[src/rtl/chip_link_pkg.sv]
// Shared link/router constants and the serializer state type for the chip-to-chip port.
package chip_link_pkg;

  localparam int FW_DEF = 36;
  localparam int PW_DEF = 9;
  localparam int NB_DEF = FW_DEF / PW_DEF;
  localparam int B_DEF  = 4;

  typedef enum logic {
    ST_IDLE = 1'b0,
    ST_SEND = 1'b1
  } ser_state_t;

  // Index width that stays legal (>= 1 bit) for single-entry structures.
  function automatic int clog2_min1(input int n);
    return (n > 1) ? $clog2(n) : 1;
  endfunction

endpackage

[src/rtl/link_fifo.sv]
// Circular FIFO with a combinational head; a push while full is accepted only when a pop frees a slot.
module link_fifo
  import chip_link_pkg::*;
#(
  parameter int W = 36,
  parameter int D = 4
) (
  input  logic         clk,
  input  logic         rst,
  input  logic         push,
  input  logic [W-1:0] push_data,
  input  logic         pop,
  output logic [W-1:0] pop_data,
  output logic         full,
  output logic         empty
);

  localparam int AW = clog2_min1(D);
  localparam int CW = $clog2(D + 1);
  localparam logic [AW-1:0] LAST_IDX = AW'(D - 1);
  localparam logic [CW-1:0] DEPTH    = CW'(D);

  logic [W-1:0]  mem [D];
  logic [AW-1:0] wr_ptr;
  logic [AW-1:0] rd_ptr;
  logic [CW-1:0] count;
  logic          do_push;
  logic          do_pop;

  assign empty    = (count == '0);
  assign full     = (count == DEPTH);
  assign do_pop   = pop && !empty;
  assign do_push  = push && (!full || do_pop);
  assign pop_data = mem[rd_ptr];

  // NOTE: storage is not reset; occupancy alone decides which entries are valid.
  always_ff @(posedge clk) begin
    if (do_push) mem[wr_ptr] <= push_data;
  end

  always_ff @(posedge clk) begin
    if (rst) begin
      wr_ptr <= '0;
      rd_ptr <= '0;
      count  <= '0;
    end else begin
      if (do_push) wr_ptr <= (wr_ptr == LAST_IDX) ? '0 : wr_ptr + 1'b1;
      if (do_pop)  rd_ptr <= (rd_ptr == LAST_IDX) ? '0 : rd_ptr + 1'b1;
      case ({do_push, do_pop})
        2'b10:   count <= count + 1'b1;
        2'b01:   count <= count - 1'b1;
        default: count <= count;
      endcase
    end
  end

endmodule

[src/rtl/chip_link_port.sv]
// Bridges a mesh edge port to an off-chip phit link: egress FIFO + serializer,
// ingress deserializer + credit-gated delivery back into the mesh.
module chip_link_port
  import chip_link_pkg::*;
#(
  parameter int FW = FW_DEF,
  parameter int B  = B_DEF,
  parameter int PW = PW_DEF
) (
  input  logic          clk,
  input  logic          rst,
  input  logic [FW-1:0] noc_flit_in,
  input  logic          noc_flit_in_wr,
  output logic          noc_credit_out,
  output logic [FW-1:0] noc_flit_out,
  output logic          noc_flit_out_wr,
  input  logic          noc_credit_in,
  output logic [PW-1:0] tx_phit,
  output logic          tx_valid,
  input  logic          tx_ready,
  input  logic [PW-1:0] rx_phit,
  input  logic          rx_valid,
  output logic          rx_ready,
  output logic [1:0]    err
);

  // FW must be a whole number of phits.
  localparam int NB = FW / PW;
  localparam int BW = clog2_min1(NB);
  localparam int CW = $clog2(B + 1);
  localparam logic [BW-1:0] LAST_BEAT  = BW'(NB - 1);
  localparam logic [CW-1:0] CREDIT_MAX = CW'(B);

  // ---------------- egress: FIFO + serializer ----------------
  ser_state_t    state;
  logic [FW-1:0] shreg;
  logic [BW-1:0] tx_beat;
  logic [FW-1:0] fifo_head;
  logic          fifo_full;
  logic          fifo_empty;
  logic          fifo_pop;
  logic          last_accept;

  link_fifo #(.W(FW), .D(B)) u_fifo (
    .clk       (clk),
    .rst       (rst),
    .push      (noc_flit_in_wr),
    .push_data (noc_flit_in),
    .pop       (fifo_pop),
    .pop_data  (fifo_head),
    .full      (fifo_full),
    .empty     (fifo_empty)
  );

  // Reloading on the final accepted beat keeps back-to-back flits bubble-free.
  assign last_accept = (state == ST_SEND) && tx_ready && (tx_beat == LAST_BEAT);
  assign fifo_pop    = !fifo_empty && ((state == ST_IDLE) || last_accept);
  assign tx_phit     = shreg[PW-1:0];

  always_ff @(posedge clk) begin
    if (rst) begin
      state          <= ST_IDLE;
      shreg          <= '0;
      tx_beat        <= '0;
      tx_valid       <= 1'b0;
      noc_credit_out <= 1'b0;
    end else begin
      noc_credit_out <= fifo_pop;
      if (fifo_pop) begin
        shreg    <= fifo_head;
        tx_beat  <= '0;
        tx_valid <= 1'b1;
        state    <= ST_SEND;
      end else if (state == ST_SEND && tx_ready) begin
        shreg <= shreg >> PW;
        if (tx_beat == LAST_BEAT) begin
          tx_beat  <= '0;
          tx_valid <= 1'b0;
          state    <= ST_IDLE;
        end else begin
          tx_beat <= tx_beat + 1'b1;
        end
      end
    end
  end

  // ---------------- ingress: deserializer + credit gate ----------------
  logic [BW-1:0] rx_beat;
  logic [FW-1:0] rx_flit;
  logic          hold_valid;
  logic [CW-1:0] credit_cnt;
  logic          rx_accept;
  logic          send;
  logic          fifo_overflow;
  logic          credit_overflow;

  assign rx_ready  = !rst && !hold_valid;
  assign rx_accept = rx_valid && rx_ready;
  assign send      = hold_valid && (credit_cnt != '0);

  always_ff @(posedge clk) begin
    if (rst) begin
      rx_beat         <= '0;
      rx_flit         <= '0;
      hold_valid      <= 1'b0;
      noc_flit_out    <= '0;
      noc_flit_out_wr <= 1'b0;
    end else begin
      noc_flit_out_wr <= send;
      if (send) begin
        noc_flit_out <= rx_flit;
        hold_valid   <= 1'b0;
      end
      if (rx_accept) begin
        rx_flit[PW*rx_beat +: PW] <= rx_phit;
        if (rx_beat == LAST_BEAT) begin
          rx_beat    <= '0;
          hold_valid <= 1'b1;
        end else begin
          rx_beat <= rx_beat + 1'b1;
        end
      end
    end
  end

  assign fifo_overflow   = noc_flit_in_wr && fifo_full && !fifo_pop;
  assign credit_overflow = noc_credit_in && !send && (credit_cnt == CREDIT_MAX);

  always_ff @(posedge clk) begin
    if (rst) begin
      credit_cnt <= CREDIT_MAX;
      err        <= '0;
    end else begin
      case ({send, noc_credit_in})
        2'b10:   credit_cnt <= credit_cnt - 1'b1;
        2'b01:   if (credit_cnt != CREDIT_MAX) credit_cnt <= credit_cnt + 1'b1;
        default: credit_cnt <= credit_cnt;
      endcase
      if (fifo_overflow)   err[0] <= 1'b1;
      if (credit_overflow) err[1] <= 1'b1;
    end
  end

endmodule
[config.mk]
export PLATFORM = sky130hd
export DESIGN_NAME = chip_link_port
export DESIGN_NICKNAME = d
export VERILOG_FILES = /design/src/rtl/chip_link_pkg.sv /design/src/rtl/link_fifo.sv /design/src/rtl/chip_link_port.sv
export SDC_FILE = /design/constraint.sdc
export NUM_CORES = 1
export LEC_CHECK = 0
export ABC_AREA = 0
export CAP_MARGIN = 10
export CORE_ASPECT_RATIO = 1.75
export CORE_UTILIZATION = 55
export DETAILED_ROUTE_END_ITERATION = 10
export PLACE_DENSITY = 0.79
export SYNTH_ARGS = -nofsm -noshare
export SYNTH_HDL_FRONTEND = slang
export SYNTH_HIERARCHICAL = 1
export SYNTH_SLANG_ARGS = --single-unit
[constraint.sdc]
create_clock -name clk -period 3.52 [get_ports clk]
set_clock_uncertainty 0.15 [all_clocks]
set_input_delay 0.352 -clock clk [delete_from_list [all_inputs] [get_ports clk]]
set_output_delay 0.352 -clock clk [all_outputs]
set_load 0.01 [all_outputs]
Yosys cells after proc, flatten, opt, wreduce, memory -nomap -nowiden
Memory sizes are Yosys's and may differ from the RTL's. A register that Yosys moved wholly into a read port is not among the register bits.
Index checks and enable logic that the tools add are counted.
{"block": "totals", "ram_bits": 144, "memories": 1, "wordCells": 90, "register_bits": 128, "out_inout_bits": 51}
{"block": "classes", "n_mul": 1, "n_eq_ne": 12, "add_sub_neg": 9, "muxes": 20, "reduce_logical": 29, "n_shift": 2, "n_bitwise": 1}
{"memory": "u_fifo.mem", "words": 4, "word_bits": 36, "read_ports": 1, "rd_clocked_by_memory_dff": 1, "wr": 1, "line_no": "link_fifo.sv:23", "text": "logic [W-1:0] mem [D];"}
{"operator": "36-bit 2-to-1 mux", "count": 2}
{"operator": "36-bit bitwise mux", "count": 1}
{"operator": "9-bit by 34-bit variable shift with 36-bit output, first input constant", "count": 1}
{"operator": "9-bit by 34-bit variable part select with 36-bit output", "count": 1}
{"operator": "6-bit negation with 34-bit output", "count": 1}
{"operator": "2-bit equality test, second input constant", "count": 6}
{"operator": "1-bit logical AND", "count": 12}
{"operator": "2-bit 2-to-1 mux", "count": 6}
{"operator": "3-bit one-hot mux with 2 select lines", "count": 2}
{"operator": "2-bit by 1-bit adder with 2-bit output, second input constant", "count": 4}
{"operator": "1-bit 2-to-1 mux", "count": 8}
{"operator": "2-bit nonzero test", "count": 4}
{"operator": "3-bit by 1-bit adder with 3-bit output, second input constant", "count": 2}
{"operator": "3-bit equality test, second input constant", "count": 2}
{"operator": "1-bit logical NOT", "count": 6}
{"operator": "4-bit by 2-bit multiplier with 6-bit output, first input constant", "count": 1}
{"operator": "3-bit by 1-bit subtractor with 3-bit output, second input constant", "count": 2}
{"operator": "2-bit by 1-bit equality test with 1-bit output, second input constant", "count": 2}
{"operator": "2-bit AND reduction", "count": 2}
{"operator": "3-bit logical NOT", "count": 1}
{"operator": "3-bit 2-to-1 mux", "count": 1}
{"operator": "3-bit inequality test, second input constant", "count": 1}
{"operator": "3-bit nonzero test", "count": 1}
{"operator": "1-bit logical OR", "count": 2}
{"operator": "3 further kinds", "count": 3}

Depth between registers and ports, before layout
Gate-level depths: netlist of the first run.
{"block": "depth", "word_depth": 9, "ltp_mapped": 14, "mapped_depth_nobuf": 13}

Hierarchy
The synthesis of the first run kept the hierarchy.
{"module": "link_fifo", "n_inst": 1, "cells_per_inst": 240, "area_each_um2": 5677.9}
{"module": "chip_link_port", "n_inst": 1, "cells_per_inst": 594, "area_each_um2": 5142.4}

Worst setup path before layout of the first run
Ideal clock, no wire load.
{"block": "synth_path", "path_kind": "register to register", "startpoint": "reg u_fifo.count[1]", "endpoint": "reg u_fifo.count[2]", "stages_incl_launch_ff": 14, "t_required_ns": 3.299, "arrival_time_ns": 2.967, "path_slack_ns": 0.333, "path_buffers": 1, "setup_ns": 0.071, "path_cell_list": "dfxtp_1 > nor3_1 > or2_1 > buf_4 > inv_1 > or4b_4 > and2_4 > inv_1 > ha_1 > inv_1 > fa_1 > xor2_1 > or3_1 > a21oi_1"}
{"block": "synth_between", "elab_chain_cells": 8, "elab_cells_between_ends": 14, "classes_between": "add/sub: 2; eq/ne: 3; mux: 1; reduce/logical: 8"}
{"item": "start: declaration", "line_no": "link_fifo.sv:26", "text": "logic [CW-1:0] count;"}
{"item": "start signal: assignment", "line_no": "link_fifo.sv:50", "text": "2'b10: count <= count + 1'b1;"}
{"item": "start signal: assignment", "line_no": "link_fifo.sv:51", "text": "2'b01: count <= count - 1'b1;"}
{"item": "start signal: assignment", "line_no": "link_fifo.sv:52", "text": "default: count <= count;"}
{"item": "3-bit logical NOT (*)", "line_no": "link_fifo.sv:30", "text": "assign empty = (count == '0);"}
{"item": "named net fifo_empty", "line_no": "chip_link_port.sv:40", "text": "logic fifo_empty;"}
{"item": "1-bit logical NOT (*)", "line_no": "chip_link_port.sv:57", "text": "assign fifo_pop = !fifo_empty && ((state == ST_IDLE) || last_accept);"}
{"item": "1-bit logical AND (*)", "line_no": "chip_link_port.sv:57"}
{"item": "named net fifo_pop", "line_no": "chip_link_port.sv:41", "text": "logic fifo_pop;"}
{"item": "1-bit logical AND (*)", "line_no": "link_fifo.sv:32", "text": "assign do_pop = pop && !empty;"}
{"item": "1-bit logical OR", "line_no": "link_fifo.sv:33", "text": "assign do_push = push && (!full || do_pop);"}
{"item": "1-bit logical AND", "line_no": "link_fifo.sv:33"}
{"item": "2-bit by 1-bit equality test with 1-bit output / 2-bit equality test (equally long branches)", "line_no": "link_fifo.sv:49", "text": "case ({do_push, do_pop})"}
{"item": "3-bit one-hot mux with 2 select lines / 2-bit nonzero test (equally long branches)"}
The timed path passes the listed nets; every way through them passes the cells marked *.
A chain may end at the register's enable or synchronous reset.

Worst setup path after layout of the first run
{"block": "layout_path", "startpoint": "reg tx_beat[0]", "endpoint": "reg u_fifo.count[2]"}
{"block": "layout_between", "elab_chain_cells": 9, "elab_cells_between_ends": 11, "classes_between": "eq/ne: 3; mux: 1; reduce/logical: 7"}
{"item": "start: declaration", "line_no": "chip_link_port.sv:37", "text": "logic [BW-1:0] tx_beat;"}
{"item": "start signal: assignment", "line_no": "chip_link_port.sv:81", "text": "tx_beat <= tx_beat + 1'b1;"}
{"item": "2-bit equality test (*)", "line_no": "chip_link_port.sv:56", "text": "assign last_accept = (state == ST_SEND) && tx_ready && (tx_beat == LAST_BEAT);"}
{"item": "1-bit logical AND (*)", "line_no": "chip_link_port.sv:56"}
{"item": "1-bit logical OR (*)", "line_no": "chip_link_port.sv:57"}
{"item": "1-bit logical AND (*)", "line_no": "chip_link_port.sv:57"}
{"item": "named net fifo_pop", "line_no": "chip_link_port.sv:41"}
{"item": "1-bit logical AND (*)", "line_no": "link_fifo.sv:32"}
{"item": "1-bit logical OR", "line_no": "link_fifo.sv:33"}
{"item": "1-bit logical AND", "line_no": "link_fifo.sv:33"}
{"item": "2-bit by 1-bit equality test with 1-bit output / 2-bit equality test (equally long branches)", "line_no": "link_fifo.sv:49"}
{"item": "3-bit one-hot mux with 2 select lines / 2-bit nonzero test (equally long branches)"}
Marks and branches as above.

==> results.toml, run 1 <==
[timing]
hold_viol = 0
drv_slew = 0
fin_setup_tns_ps = 0
min_period_over_period_pct = 90.31
layout_min_cycle_time_ps = 3179
tightest_slew_ps = 1039
fin_ws_ps = 341.1
rsz0062_at_grt = "no"
whs_ps = 168.3
max_freq_ghz = 0.3146
slew_headroom_pct = 30.76
setup_viol = 0

[setup_path]
cp-end-kind = "register"
crit_start = "tx_beat[0]"
path_class = "reg2reg"
crit_required_ps = 3810
setup.worst_path.start_class = "register"
cp.arrival_ps = 3470
crit_path_max_fanout = 7
r2r-start = "tx_beat[0]"

[placement]
dp_hpwl_mm = 14.26
port_buffers = 101
place_ws_ps = 91.94
gp_congestion = 0.8197

[power_and_ir_drop]
p_leak_nw = 4.107
ir_worst_vdd_v = 0.0004103
power_density_mw_per_mm2 = 667.4

[grt]
grt-busiest-layer = "met2"
antenna_found_initial = 0
overflow = 0
grt_pass1_vias = 6775
grt_pass1_wl_mm = 35.45
met2_usage_pct = 41.13
grt_max_degree = 50
met1_usage_pct = 25.20
grt_use_total_pct = 22.56
grtUsageMet3_pct = 2.711

[floorplan]
coreArea_mm2 = 0.01920
ios = 102
rows = 67
die_x_um = 108.0
die_h_um = 187.6
start_util_pct = 56.36
dieArea_mm2 = 0.02026

[clock_tree]
cts.path.max_buffers = 3
clkSinkCount = 274
insertion_delay_ps = 520
tritoncts = "built"
postCtsSetupRepairBufs = 0
post_cts_resized = 0
clkSlewWorstSetupHoldPaths_ps = 60
htree_levels = 1
postCtsHoldBufs = 0
cts_made_buffers = 24
clock-root-buffer = "clkbuf_16"

[synthesis]
syn_inst = 834
synth.top_cell.area_share_pct = 39.96
async_reset_ff_share_pct = 0
ys_seq_elements = 274
synthFlopType = "edfxtp_1"
synth_area_per_cell_um2 = 12.97
syn_area_mm2 = 0.01082
ys_seq_area_share_pct = 64.01
yosys_warnings = 6
syn_nets = 900
synth-edff-count = 144
yosysMostFrequentCell = "edfxtp_1"
synth_cell_type_count = 54
yosys-top-cells-count = "edfxtp_1, nand2_1, dfxtp_1"
synthTopCellsByArea = "edfxtp_1, dfxtp_1, mux4_2"
synth.largest_area_cell = "edfxtp_1"

[hold_path]
min_from = "rst"
hold_class = "in2reg"

[cells_and_area]
nets = 973
diodes = 0
drive_above_1_share_pct = 13.95
final_util_pct = 66.13
syn2layout_area_growth_pct = 17.32

[routing]
drtAntennaViolNets = 0
drt-initial-drc-count = 509
vias_per_cell = 5.883
firstDrtPassIters = 5
route.detailed.drc = 0
routed-via-count = 6860
post_drt_wl_per_cell_um = 18.96
wl_mm = 22.10

[outcome]
status = "finished clean"

[job]
maxCapViolations = 0
## power breakdown
| group | switching [W] | leakage, nW | internal (W) | total (W) |
|---|---|---|---|---|
| Combinational | 0.00103 | 1.32 | 0.000854 | 0.00188 |
| Sequential | 0.000234 | 2.38 | 0.00372 | 0.00395 |
| Clock | 0.00112 | 0.405 | 0.00152 | 0.00264 |
## stage by stage
stage / std cells / instance area (um^2) / total power, W
after floorplan: 834 / 10820 / 0.005414
after global placement: 1122 / 11890 / 0.005858
after global routing: 1166 / 12690 / 0.008864
after detailed placement: 1122 / 11890 / 0.005914
final: 1166 / 12690 / 0.008473
after CTS: 1166 / 12690 / 0.008545
## layer usage
metal | vias to the layer above | part of all wire, %
met3 | 64 | 4.5
met2 | 218 | 54
met4 | 0 | 4.9
met1 | 3363 | 36
met5 | - | 0
li1 | 3215 | -
## cells in the final DEF, fill, tap and decap left out, drive strengths merged, types with 3 or more instances in the layout
cell type,n
a21oi,80
nand3,66
clkdlybuf4s50,100
and3,5
clkbuf,33
buf,18
nand2b,3
edfxtp,144
a22o,9
nand4bb,4
nor4bb,3
nor2,13
a311oi,27
inv,18
o31ai,4
xor2,3
dfxtp,130
clkinv,6
nor2b,3
mux2i,5
mux4,36
ha,13
nor3,32
nand2,140
## worst max-delay path, stage by stage, from the launching register on
cell	delay [ps]
dfxtp_1	320
ha_1	240
a21boi_4	170
or2_1	130
inv_1	70
or4b_4	540
and2_4	200
inv_1	50
ha_1	170
inv_1	60
fa_1	380
xor2_1	150
or3_1	310
a21oi_1	160
## area by class of cell
| cell class | count | area, um^2 |
|---|---|---|
| Tap cell | 241 | 301.5 |
| Clock buffer | 33 | 728.2 |
| Timing Repair Buffer | 118 | 1161 |
| Multi-Input combinational cell | 474 | 3441 |
| Inverter | 15 | 56.30 |
| Fill cell | 1393 | 6502 |
| Clock inverter | 11 | 78.83 |
| Sequential cell | 274 | 6928 |
## path summary, 6_finish.rpt
check	endpoint	slack [ps]	depth (start not counted)
min	noc_flit_out[19]	170	2
max reg2reg	u_fifo/count[2]	340	13
min reg2reg	err[0]	300	2
max	u_fifo/count[2]	340	13
## kinds of logic (layout without fill, tap and decap cells)
family	after synthesis	after routing	synth area share, %
adders and majority gates	15	15	1.873
xor gates and xnor gates	4	4	0.3238
AOI/OAI and AO/OA	132	132	9.205
and+or+nand+nor	282	282	12.32
muxes	41	41	7.956
buffers and inverters	86	177	4.313
DFF	274	274	64.01
## registers in the layout, indices dropped and copies added (netlist names), named ones only
| register | count |
|---|---|
| tx_beat | 2 |
| noc_flit_out_wr | 1 |
| rx_beat | 2 |
| u_fifo/wr_ptr | 2 |
| u_fifo/count | 3 |
| state | 1 |
| u_fifo/mem | 144 |
| hold_valid | 1 |
| rx_flit | 36 |
| credit_cnt | 3 |
| shreg | 36 |
| noc_flit_out | 36 |
| err | 2 |
| u_fifo/rd_ptr | 2 |
| noc_credit_out | 1 |
No activity file was read; power rests on OpenSTA's default activity.
==> inputs of run 2 (changes only) <==
Settings changed: SLEW_MARGIN set to 15.
==> results of run 2 <==
The final DEF is identical to that of run 1; final timing and power are the same.
